**config.mk**
```make
export PLATFORM = sky130hd
export DESIGN_NAME = uart_tx_serializer_flat
export DESIGN_NICKNAME = d
export VERILOG_FILES = /design/src/rtl/uart_pkg.sv /design/src/rtl/uart_tx_serializer_if.sv /design/src/rtl/uart_tick_edge.sv /design/src/rtl/uart_tx_serializer.sv /design/src/flat_wrapper.sv
export SDC_FILE = /design/constraint.sdc
export NUM_CORES = 1
export LEC_CHECK = 0
export ABC_AREA = 0
export ABC_CLOCK_PERIOD_IN_PS = 3500
export BUFFER_PORTS_ARGS = -buffer_cell sky130_fd_sc_hd__buf_2
export CORE_ASPECT_RATIO = 1.4
export CORE_MARGIN = 2
export CORE_UTILIZATION = 50
export DETAILED_ROUTE_END_ITERATION = 7
export PLACE_DENSITY = 0.68
export SYNTH_ARGS = -nofsm -noshare
export SYNTH_HDL_FRONTEND = slang
export SYNTH_SLANG_ARGS = --single-unit
```
**constraint.sdc**
```tcl
create_clock -name clk_in -period 3.5 [get_ports clk_in]
set_clock_uncertainty 0.05 [all_clocks]
set_input_delay 0.875 -clock clk_in [delete_from_list [all_inputs] [get_ports clk_in]]
set_output_delay 0.875 -clock clk_in [all_outputs]
set_load 0.1 [all_outputs]
```
**src/rtl/uart_pkg.sv**
```systemverilog
// uart_pkg: types and line levels shared by the UART transmit serializer and the
// future receiver.
// Contents: uart_state_e (frame-sequencer states), IDLE_LEVEL, START_LEVEL and
// STOP_LEVEL.
// Build option: when UART_TX_PARITY_EN is defined, a PARITY state is added to the
// enum. Leave the macro undefined for a frame with no parity bit.
package uart_pkg;

  localparam logic IDLE_LEVEL  = 1'b1;
  localparam logic START_LEVEL = 1'b0;
  localparam logic STOP_LEVEL  = 1'b1;

  typedef enum logic [2:0] {
    S_IDLE,
    S_LOAD,
    S_START,
    S_DATA,
`ifdef UART_TX_PARITY_EN
    S_PARITY,
`endif
    S_STOP
  } uart_state_e;

endpackage

```
**src/rtl/uart_tx_serializer_if.sv**
```systemverilog
// uart_tx_serializer_if: host-side start/busy/done handshake for the UART
// transmitter.
// Signals:
//   tx_start  request to send tx_data
//   tx_data   word to send; sampled only in the cycle the request is accepted
//   tx_busy   frame in progress
//   tx_done   one-cycle pulse at frame end
// Modports: master = host logic, slave = serializer.
interface uart_tx_serializer_if #(
  parameter int DATA_BITS = 8
);
  logic                 tx_start;
  logic [DATA_BITS-1:0] tx_data;
  logic                 tx_busy;
  logic                 tx_done;

  modport master (output tx_start, output tx_data, input tx_busy, input tx_done);
  modport slave  (input tx_start, input tx_data, output tx_busy, output tx_done);
endinterface

```
**src/rtl/uart_tick_edge.sv**
```systemverilog
// uart_tick_edge: rising-edge detector for the baud divider's square wave.
// Ports:
//   clk_in  system clock
//   reset   synchronous, active-high; clears the delayed copy of sig
//   sig     baud_clk from the divider
//   tick    high for the one clk_in cycle in which sig has just risen
module uart_tick_edge (
  input  logic clk_in,
  input  logic reset,
  input  logic sig,
  output logic tick
);
  logic sig_q;

  always_ff @(posedge clk_in) begin
    if (reset) sig_q <= 1'b0;
    else       sig_q <= sig;
  end

  assign tick = sig & ~sig_q;
endmodule

```
**src/rtl/uart_tx_serializer.sv**
```systemverilog
// uart_tx_serializer: shifts a parallel word out LSB-first as an asynchronous
// UART frame (start, data, optional even parity, stop). All line transitions
// happen on a tick, which marks a rising edge of baud_clk.
// Ports:
//   clk_in      system clock (the baud divider runs on the same clock)
//   reset       synchronous, active-high
//   baud_clk    divider square wave; one bit period is one baud_clk period
//   serial_out  UART line; high when idle
//   host        start/busy/done handshake (slave modport)
// Parameters: DATA_BITS (5..9), STOP_BITS (1 or 2).
// Build option: UART_TX_PARITY_EN adds an even-parity bit after the last data bit.
//
// state    | meaning
// ---------+------------------------------------------------------------
// S_IDLE   | line high; accepts tx_start and latches tx_data
// S_LOAD   | word latched; waiting for the tick that starts the start bit
// S_START  | start bit on the line
// S_DATA   | data bits on the line, LSB first
// S_PARITY | parity bit on the line (only with UART_TX_PARITY_EN)
// S_STOP   | stop bit(s) on the line; tx_done pulses at the end
module uart_tx_serializer
  import uart_pkg::*;
#(
  parameter int DATA_BITS = 8,
  parameter int STOP_BITS = 1
) (
  input  logic                   clk_in,
  input  logic                   reset,
  input  logic                   baud_clk,
  output logic                   serial_out,
  uart_tx_serializer_if.slave    host
);
  localparam int                CNT_W     = (DATA_BITS > 1) ? $clog2(DATA_BITS) : 1;
  localparam logic [CNT_W-1:0]  BIT_LAST  = CNT_W'(DATA_BITS - 1);
  localparam logic              STOP_LAST = 1'(STOP_BITS - 1);

  uart_state_e           state;
  logic [DATA_BITS-1:0]  shift;
  logic [CNT_W-1:0]      bit_cnt;
  logic                  stop_cnt;
  logic                  busy_q;
  logic                  done_q;
  logic                  tick;
`ifdef UART_TX_PARITY_EN
  logic                  parity_q;
`endif

  uart_tick_edge u_tick (
    .clk_in (clk_in),
    .reset  (reset),
    .sig    (baud_clk),
    .tick   (tick)
  );

  // A tick that arrives in the cycle a request is accepted is not used; the
  // start bit begins on the next tick.
  always_ff @(posedge clk_in) begin
    if (reset) begin
      state      <= S_IDLE;
      shift      <= '0;
      bit_cnt    <= '0;
      stop_cnt   <= 1'b0;
      serial_out <= IDLE_LEVEL;
      busy_q     <= 1'b0;
      done_q     <= 1'b0;
`ifdef UART_TX_PARITY_EN
      parity_q   <= 1'b0;
`endif
    end else begin
      done_q <= 1'b0;
      case (state)
        S_IDLE: begin
          serial_out <= IDLE_LEVEL;
          busy_q     <= 1'b0;
          if (host.tx_start) begin
            shift    <= host.tx_data;
            bit_cnt  <= '0;
            busy_q   <= 1'b1;
`ifdef UART_TX_PARITY_EN
            parity_q <= ^host.tx_data;
`endif
            state    <= S_LOAD;
          end
        end
        S_LOAD: begin
          if (tick) begin
            serial_out <= START_LEVEL;
            state      <= S_START;
          end
        end
        S_START: begin
          if (tick) begin
            serial_out <= shift[0];
            state      <= S_DATA;
          end
        end
        S_DATA: begin
          if (tick) begin
            // bit_cnt only counts up from zero, so "not last" equals "below last".
            if (bit_cnt != BIT_LAST) begin
              shift      <= shift >> 1;
              bit_cnt    <= bit_cnt + 1'b1;
              serial_out <= shift[1];
            end else begin
`ifdef UART_TX_PARITY_EN
              serial_out <= parity_q;
              state      <= S_PARITY;
`else
              serial_out <= STOP_LEVEL;
              stop_cnt   <= 1'b0;
              state      <= S_STOP;
`endif
            end
          end
        end
`ifdef UART_TX_PARITY_EN
        S_PARITY: begin
          if (tick) begin
            serial_out <= STOP_LEVEL;
            stop_cnt   <= 1'b0;
            state      <= S_STOP;
          end
        end
`endif
        S_STOP: begin
          if (tick) begin
            if (stop_cnt != STOP_LAST) begin
              stop_cnt <= 1'b1;
            end else begin
              serial_out <= IDLE_LEVEL;
              busy_q     <= 1'b0;
              done_q     <= 1'b1;
              state      <= S_IDLE;
            end
          end
        end
        default: begin
          serial_out <= IDLE_LEVEL;
          busy_q     <= 1'b0;
          state      <= S_IDLE;
        end
      endcase
    end
  end

  assign host.tx_busy = busy_q;
  assign host.tx_done = done_q;
endmodule

```
**src/flat_wrapper.sv**
```systemverilog
// flat-port wrapper written by rule: the top's interface ports become plain ports
module uart_tx_serializer_flat import uart_pkg::*;
#(
  parameter int DATA_BITS = 8,
  parameter int STOP_BITS = 1
)
  (clk_in, reset, baud_clk, serial_out, host_tx_start, host_tx_data, host_tx_busy, host_tx_done);
  uart_tx_serializer_if #(.DATA_BITS(DATA_BITS)) host_i ();
  input  logic clk_in;
  input  logic reset;
  input  logic baud_clk;
  output logic serial_out;
  input wire logic [$bits(host_i.tx_start)-1:0] host_tx_start;
  input wire logic [$bits(host_i.tx_data)-1:0] host_tx_data;
  output wire logic [$bits(host_i.tx_busy)-1:0] host_tx_busy;
  output wire logic [$bits(host_i.tx_done)-1:0] host_tx_done;
  assign host_i.tx_start = host_tx_start;
  assign host_i.tx_data = host_tx_data;
  assign host_tx_busy = host_i.tx_busy;
  assign host_tx_done = host_i.tx_done;
  uart_tx_serializer #(.DATA_BITS(DATA_BITS), .STOP_BITS(STOP_BITS)) u_core (.clk_in(clk_in), .reset(reset), .baud_clk(baud_clk), .serial_out(serial_out), .host(host_i));
endmodule
```
==> metrics, run 1 <==
XOR/XNOR Fraction of Synth Area 0; maximum vdd drop 252 µV; DIE HEIGHT 56.8 µm; Post-Synth Simple-Gate Area 0.274; All-Layer GR Usage 0.181; P&R area growth vs syn 8.93%; largest family of logic cells by synthesized area compound AO/OA/AOI/OAI gates; Crit Path Max Fanout 3; GPL Wtd Cong 0.706; top cell type's share of synthesized area 0.362; vias per cell ~6.2; Worst EP arrival 1.07 ns; post_cts resized 0; CP delay by family, top buffers and inverters; DR WL/cell around 14 µm; antenna violations before repair 0; vias in the first global route 801; Seq cells post-synth 18; Pre-antenna DRT Iters 4; largest net degree at the start of global routing 20; status finished clean; CP max stage cell buf_2; Overflow after GRT 0; Fillers 183; Post-synth EDFFs 0; syn_area_per_cell 9.56 µm²; Hold Vio Cnt, Final 0; Worst-Margin Slew 0.649 ns; P_leak 0.407 nW; buffers and inverters on the worst path 1; Routed WL 1940 µm; CTS max path bufs 2; Hold/Removal Path Class flip-flop to flip-flop; Ports 15; first-pass GRT wire length roughly 3400 µm; mux cell area share after synthesis 0; DIE WIDTH around 42 µm; Rel. slew slack 0.566; Critical Path End Type output port; final setup vio count 0; Worst-Skew Late Latency approximately 0.28 ns; FMAX 0.501 GHz; Adder-Cell Fraction of Synth Area 0.0252; share of layout cells above drive strength 1 0.298; PwrDens 411 nW/µm²; Synth Area in Compound Gates 0.291; Synth Net Count 118; Max Cap Viol 0; TritonCTS clock tree built; Synth cell types 37; synth top area cells dfxtp_1 (36%), a311oi_2 (11%), nand2_1 (6.0%); Initial Utilization 0.517; row cnt 19; asr flop ratio synth 0; crit path time final 2.00 ns; worst stage delay on the critical path 0.43 ns; critical path type flip-flop to output port; CTS Buf Count 3; n_diodes 0; Cell Area, Synth between 900 and 1000 µm²; # DRC 0; Yosys warning count 0; Startpoint Class flip-flop; RSZ-0062 raised after global routing no; die area 2370 µm²; PortBufs 14; Clock transition at path regs 0.10 ns; drt initial violations 12; Detailed Place HPWL 1380 µm; CTS H-Tree Depth 1; Fin Setup TNS 0 ns; CTS Hold Bufs 0; via count approximately 840; post-CTS setup repair buffer count 0; crit share post-route 0.571; clk sinks 18; worst path cell trace buf_2; worst hold slack 0.462 ns; Detail Route Antenna Nets 0; Crit path required time between 2 and 3 ns; Placeable Area 1930 µm²; Synth area leader dfxtp_1; max-slew violations 0; nets@finish 129; Gate Count Post-Synth 104; sequential element share of the synthesized area 0.362; root buf cell clkbuf_4; top_reg_cell synth dfxtp_1
==> logic make-up after synthesis <==
group | Yosys count
adder cells (fa/ha/maj) | 2
AND/OR/NAND/NOR | 43
AO/OA/AOI/OAI | 32
flip-flops | 18
buffers and inverters | 9
==> Yosys cell counts (2+ instances only) <==
cell type,number
ha_1,2
buf_4,3
a211oi_1,7
nor3_1,3
dfxtp_1,18
nand2b_1,4
a311oi_2,7
nand2_1,16
nor4b_1,2
a21oi_1,6
nand3_1,4
o211ai_1,3
nor2b_1,2
buf_2,2
clkbuf_1,3
==> routing by layer <==
metal,vias to the layer above,share of wire,global-route usage
met5,-,0,0
met4,0,0.0088,0.0829
met3,2,0.027,0.0225
met2,14,0.51,0.333
met1,406,0.45,0.200
li1,420,-,-
==> registers in the layout, indices dropped and copies added, names as in the netlist <==
name	count
u_core.state	3
u_core.u_tick.sig_q	1
u_core.host.tx_busy	1
u_core.serial_out	1
u_core.bit_cnt	3
u_core.host.tx_done	1
u_core.shift	8
==> per-stage QoR <==
step | std cells | power, W | utilization | area, µm² | setup slack, ns
after floorplan | 104 | 0.000307 | - | 995 | 1.63
after global placement | 131 | 0.000322 | 0.544 | 1050 | 1.44
after detailed placement | 131 | 0.000325 | 0.544 | 1050 | 1.35
after CTS | 135 | 0.000451 | 0.563 | 1080 | 1.48
after global routing | 135 | 0.000470 | 0.563 | 1080 | 1.34
final | 135 | 0.000445 | 0.563 | 1080 | 1.50
==> layout make-up <==
class,count,area [µm²],area share
clock buffer,4,36.3,0.0335
inverter,1,3.75,0.00346
multi-input combinational,77,587,0.542
timing repair buffer,14,70.1,0.0647
sequential,18,360,0.333
tap,21,26.3,0.0242
==> worst reg2reg max path, stage by stage (launching register included) <==
cell and delay [ns]:
dfxtp_1 0.35, ha_1 0.21, ha_1 0.25, nor3b_2 0.59, a211oi_1 0.19, a311oi_2 0.27
==> worst paths after layout <==
path | from | to | slack, ns | depth (start not counted)
worst max-delay path | u_core.host.tx_busy | host_tx_busy | 1.50 | 1
worst min-delay path | u_core.shift[7] | u_core.shift[7] | 0.46 | 2
worst max register to register | u_core.bit_cnt[0] | u_core.shift[5] | 1.52 | 5
worst min register to register | u_core.shift[7] | u_core.shift[7] | 0.46 | 2
==> cell usage in the layout, fill, tap and decap left out, types with 2 or more instances in the layout <==
cell type and instances:
a211oi_1 7, a21oi_1 6, a311oi_2 7, buf_2 14, clkbuf_4 3, dfxtp_1 18, ha_1 2, nand2_1 16
nand2b_1 4, nand3_1 4, nor2b_1 2, nor3_1 3, nor4b_1 2, o211ai_1 3
==> report_power, final <==
| group | leakage (nW) | switching (W) | internal [W] |
|---|---|---|---|
| Combinational | 0.239 | 0.0000523 | 0.0000343 |
| Sequential | 0.148 | 0.0000151 | 0.000219 |
| Clock | 0.0210 | 0.0000619 | 0.0000632 |
Power figures use the tool's default switching activity.
==> run 2: changes to the inputs <==
ABC_CLOCK_PERIOD_IN_PS = 1900   (was 3500)
clock period = 1.9 ns   (was 3.5 ns; I/O delays follow)
==> run 2 against run 1 <==
  * Register-to-register slack lost 1.4 ns
  * Non-clock buffer count grew 8
  * Clock power grew 86%
  * Via count grew 1.3%
  * Global-route usage grew 2.0 points
  * Clock-buffer cell count is the same
  * Worst hold slack lost 0.097 ns
  * Total power grew 88%
  * Sequential cell count is the same
  * Combinational power grew 100%
  * Critical endpoint is now u_core.shift[1]
  * Largest cell class unchanged
  * Highest routed layer unchanged
==> metrics, run 2 (synthesis results as in run 1) <==
hold_sp host_tx_data[7] (was u_core.shift[7]); Worst-Skew Late Latency 0.29 ns (was 0.28 ns); most frequent cells in the layout dfxtp_1 (18), nand2_1 (16), buf_2 (14) (was dfxtp_1 (18), nand2_1 (16), buf_2 (14), a211oi_1 (7), a311oi_2 (7)); vias in the first global route 857 (was 801); Detailed Place HPWL 1540 µm (was 1380 µm); # DRC 0 (unchanged); CTS Hold Bufs 0 (unchanged); CTS H-Tree Depth 1 (unchanged); CTS Buf Count 3 (unchanged); Worst Setup EP u_core.shift[1] (was host_tx_busy); Startpoint Class flip-flop (unchanged); total design power 0.000836 W (was 0.000445 W); largest net degree at the start of global routing 15 (was 20); PwrDens 723 nW/µm² (was 411 nW/µm²); crit path time final ~1.8 ns; maximum vdd drop 517 µV (was 252 µV); Final Worst Setup Slack 0.0752 ns (was 1.50 ns); worst stage delay on the critical path 0.44 ns (was 0.43 ns); Crit Reg-Reg Startpoint u_core.bit_cnt[0] (unchanged); All-Layer GR Usage 0.200 (was 0.181); Placeable Area 1930 µm² (unchanged); Largest register FFs 8 (unchanged); Sequential cell area 360 µm² (unchanged); nets@finish 137 (was 129); top flop regs u_core.shift x8, u_core.bit_cnt x3, u_core.state x3 (unchanged); DR WL/cell 14.6 µm (was 14.3 µm); crit path launch u_core.bit_cnt[0] (was u_core.host.tx_busy); Worst EP arrival 1.93 ns (was 1.07 ns); critical path type flip-flop to flip-flop (was flip-flop to output port); RSZ-0062 raised after global routing no (unchanged); Initial Utilization 0.517 (unchanged); worst path cell trace ha_1 > ha_1 > or3b_4 > o21ai_4 > a311oi_2 (was buf_2); Routed WL 2090 µm (was 1940 µm); PortBufs 14 (unchanged); Fin Setup TNS 0 ns (unchanged); row cnt 19 (unchanged); Max Cap Viol 0 (unchanged); status finished clean (unchanged); crit share post-route 0.960; Overflow after GRT 0 (unchanged); Rel. slew slack 0.683 (was 0.566); P&R area growth vs syn 16.4% (was 8.93%); Worst-Margin Slew 0.473 ns (was 0.649 ns); clk sinks 18 (unchanged); most common cell after layout, fill and taps aside dfxtp_1 (unchanged); Crit path required time 2.01 ns (was 2.57 ns); R2R cell count 5 (unchanged); pre-CTS WS 0.0863 ns (was 1.35 ns); FMAX 0.548 GHz; Hold/Removal Path Class input pin to flip-flop (was flip-flop to flip-flop); CTS max path bufs 2 (unchanged); root buf cell clkbuf_4 (unchanged); Pre-antenna DRT Iters 4 (unchanged); final setup vio count 0 (unchanged); Ports 15 (unchanged); drt initial violations 14 (was 12); area of the multi-input gates 588 µm² (was 587 µm²); share of layout cells above drive strength 1 0.344 (was 0.298); Fillers 183 (unchanged); most frequent CP cell ha_1; TritonCTS clock tree built (unchanged); Critical Path End Type flip-flop (was output port); DIE WIDTH 41.7 µm (unchanged); via count 853 (was 842); first-pass GRT wire length 3770 µm (was 3420 µm); Crit Path Max Fanout 8 (was 3); R2R Path End u_core.shift[1] (was u_core.shift[5]); CP max stage cell or3b_4 (was buf_2); most flop-heavy register u_core.shift (unchanged); DIE HEIGHT 56.8 µm (unchanged); Detail Route Antenna Nets 0 (unchanged); n_diodes 0 (unchanged); vias per cell 5.97 (was 6.24); antenna violations before repair 0 (unchanged); max-slew violations 0 (unchanged); Clock transition at path regs 0.10 ns (about the same); die area 2370 µm² (unchanged); Hold Vio Cnt, Final 0 (unchanged); P_leak 0.451 nW (was 0.407 nW); GPL Wtd Cong 0.761 (was 0.706); R2R Setup Slk 0.08 ns (was 1.52 ns)
-- run 2: cell count changes in the layout (fill, tap and decap cells not counted), sizes merged --
| cell | previous run | this run |
|---|---|---|
| buf | 14 | 22 |
-- run 2: final cells by class --
| cell class | instances | area share |
|---|---|---|
| multi-input cells | 77 | 0.508 |
| well taps | 21 | 0.0227 |
| clock buffers | 4 | 0.0314 |
| repair buffers | 22 | 0.123 |
| inverters | 1 | 0.00324 |
| flip-flops and latches | 18 | 0.311 |
-- run 2: metrics by stage --
| step | hold WS (ns) | instance area (µm²) | std cells | utilization |
|---|---|---|---|---|
| 3_3_place_gp | 0.439 | 1120 | 139 | 0.582 |
| 4_1_cts | 0.360 | 1160 | 143 | 0.600 |
| 5_1_grt | 0.379 | 1160 | 143 | 0.601 |
| 3_5_place_dp | 0.450 | 1120 | 139 | 0.582 |
| 6_report | 0.364 | 1160 | 143 | 0.601 |
| 2_1_floorplan | 0.421 | 995 | 104 | - |
-- run 2: report_power, final --
group,total (W),switching (W),internal [W]
sequential,0.000427,0.0000239,0.000403
combinational,0.000176,0.000103,0.0000739
clock,0.000233,0.000117,0.000117
total,0.000836,0.000243,0.000593
-- run 2: worst min-delay path by stage --
stage,slack [ns],to,depth (start not counted)
4_1_cts,0.36,u_core.shift[7],3
6_report,0.36,u_core.shift[7],3
2_1_floorplan,0.42,u_core.bit_cnt[0],2
3_5_place_dp,0.45,u_core.shift[7],2
5_1_grt,0.38,u_core.shift[7],3
3_3_place_gp,0.44,u_core.host.tx_busy,2
-- run 2: timing repair --
| item | CTS | global route |
|---|---|---|
| gates resized for setup | 0 | 1 |
| buffers inserted | 0 | 0 |
| setup endpoints to repair | 0 | 1 |
-- run 2: worst max-delay path, delay by kind of cell, from the launching register on --
family / cells / cell delay, ns
AO/OA/AOI/OAI: 2 / 0.47
adder cells (fa/ha/maj): 2 / 0.39
AND/OR/NAND/NOR: 1 / 0.44
flip-flops: 1 / 0.35
-- run 2: per-layer routing --
layer  up-vias  share of wire  global-route usage
li1        433              -                   -
met1       398           0.44               0.231
met2        18           0.52               0.348
met3         4          0.024              0.0193
met4         0          0.021               0.120
met5         -              0                   0
==> run 3: changes to the inputs <==
PLACE_DENSITY = 0.7   (was 0.68)
==> run 3 against run 2 <==
  * Non-clock buffer count is the same
  * Routed wire length grew 0.53%
  * Final cell count is the same
  * Global-route usage shrank 0.95 points
==> metrics, run 3 (synthesis results as in run 1) <==
Initial Utilization 0.517 (unchanged); Placeable Area 1930 µm² (unchanged); final setup vio count 0 (unchanged); Sw Share 0.303 (was 0.291); vias in the first global route 816 (was 857); Routed WL 2100 µm (was 2090 µm); Largest register FFs 8 (unchanged); n_diodes 0 (unchanged); WHS Path Cells 3 (unchanged); Pre-antenna DRT Iters 2 (was 4); NetSw 0.000261 W (was 0.000243 W); clock power share 0.287 (was 0.279); Worst EP arrival 1.97 ns (was 1.93 ns); Startpoint Class flip-flop (unchanged); most common cell after layout, fill and taps aside dfxtp_1 (unchanged); CTS Hold Bufs 0 (unchanged); GPL Wtd Cong 0.792 (was 0.761); top flop regs u_core.shift x8, u_core.bit_cnt x3, u_core.state x3 (unchanged); combinational share of power 0.220 (was 0.211); DIE WIDTH 41.7 µm (unchanged); most flop-heavy register u_core.shift (unchanged); Fillers 178 (was 183); first-pass GRT wire length 3440 µm (was 3770 µm); DR WL/cell 14.7 µm (was 14.6 µm); Overflow after GRT 0 (unchanged); Worst-Skew Late Latency 0.30 ns (was 0.29 ns); max-slew violations 0 (unchanged); FMAX 0.564 GHz (was 0.548 GHz); share of layout cells above drive strength 1 0.344 (unchanged); CTS max path bufs 2 (unchanged); TritonCTS clock tree built (unchanged); crit share post-route 0.933 (was 0.960); R2R cell count 5 (unchanged); sequential share of power 0.493 (was 0.510); Rel. slew slack 0.659 (was 0.683); All-Layer GR Usage 0.191 (was 0.200); CTS Buf Count 3 (unchanged); clk sinks 18 (unchanged); root buf cell clkbuf_4 (unchanged); via count 863 (was 853); Critical Path End Type flip-flop (unchanged); Fin Setup TNS 0 ns (unchanged); Hold/Removal Path Class input pin to flip-flop (unchanged); largest net degree at the start of global routing 16 (was 15); Clock transition at path regs 0.11 ns (was 0.10 ns); P&R area growth vs syn 16.4% (unchanged); PwrDens 745 nW/µm² (was 723 nW/µm²); crit path time final 1.77 ns (was 1.82 ns); maximum vdd drop 471 µV (was 517 µV); DIE HEIGHT 56.8 µm (unchanged); Crit Path Max Fanout 5 (was 8); vias per cell 6.03 (was 5.97); status finished clean (unchanged); Int Pwr 0.000600 W (was 0.000593 W); Ports 15 (unchanged); drt initial violations 19 (was 14); nets@finish 137 (unchanged); die area 2370 µm² (unchanged); Detailed Place HPWL 1480 µm (was 1540 µm); Final Worst Setup Slack 0.127 ns (was 0.0752 ns); critical path type flip-flop to flip-flop (unchanged); CTS H-Tree Depth 1 (unchanged); R2R Setup Slk 0.13 ns (was 0.08 ns); Max Cap Viol 0 (unchanged); pre-CTS WS 0.0610 ns (was 0.0863 ns); Detail Route Antenna Nets 0 (unchanged); RSZ-0062 raised after global routing no (unchanged); Hold Vio Cnt, Final 0 (unchanged); Crit path required time 2.10 ns (was 2.01 ns); Worst-Margin Slew 0.512 ns (was 0.473 ns); # DRC 0 (unchanged); PortBufs 14 (unchanged); most frequent cells in the layout dfxtp_1 (18), nand2_1 (16), buf_2 (14) (unchanged); P_leak 0.452 nW (was 0.451 nW); antenna violations before repair 0 (unchanged); row cnt 19 (unchanged)
==> run 3: cell counts in the layout (fill, tap and decap cells not counted) <==
No cell type changed its count.
==> run 3: worst paths after layout <==
path | start | end
max reg2reg | u_core.bit_cnt[0] | u_core.bit_cnt[0]
max | u_core.bit_cnt[0] | u_core.bit_cnt[0]
min reg2reg | u_core.bit_cnt[0] | u_core.bit_cnt[0]
min | host_tx_data[7] | u_core.shift[7]
==> run 3: power groups by stage <==
stage / logic (W) / clock network [W] / registers, W
after floorplan: 0.000118 / 0 / 0.000448
after global placement: 0.000173 / 0 / 0.000432
final: 0.000189 / 0.000248 / 0.000425
after detailed placement: 0.000178 / 0 / 0.000433
after global routing: 0.000203 / 0.000265 / 0.000428
after CTS: 0.000179 / 0.000253 / 0.000424
==> run 3: layout make-up <==
| cell class | instances | area [µm²] | area share |
|---|---|---|---|
| Clock buffer | 4 | 36.3 | 0.0314 |
| Inverter | 1 | 3.75 | 0.00324 |
| Multi-Input combinational cell | 77 | 588 | 0.508 |
| Sequential cell | 18 | 360 | 0.311 |
| Tap cell | 21 | 26.3 | 0.0227 |
| Timing Repair Buffer | 22 | 143 | 0.123 |
==> run 3: metal layers <==
metal	share of wire	vias up	GRT usage	routed length, µm
li1	-	434	-	-
met1	0.45	408	0.210	942
met2	0.49	14	0.317	1040
met3	0.023	7	0.0354	49
met4	0.032	0	0.143	67
met5	0	-	0	0
==> run 3: worst max-delay path, stage by stage, from the launching register on <==
cell,delay (ns)
dfxtp_1,0.34
ha_1,0.20
ha_1,0.19
or3b_4,0.45
or4_4,0.43
o21ai_2,0.06
==> run 3: repair_timing <==
action	4_1_cts	5_1_grt
gates resized for setup	0	1
buffers inserted	0	1
setup endpoints to repair	0	8
==> run 3: through the flow <==
stage | power (W) | hold slack, ns | instance area [µm²] | instances | utilization
floorplan | 0.000566 | 0.421 | 995 | 104 | -
global placement | 0.000605 | 0.436 | 1100 | 138 | 0.571
detailed placement | 0.000611 | 0.446 | 1100 | 138 | 0.571
CTS | 0.000855 | 0.344 | 1140 | 142 | 0.590
global route | 0.000896 | 0.365 | 1160 | 143 | 0.601
finish | 0.000862 | 0.353 | 1160 | 143 | 0.601
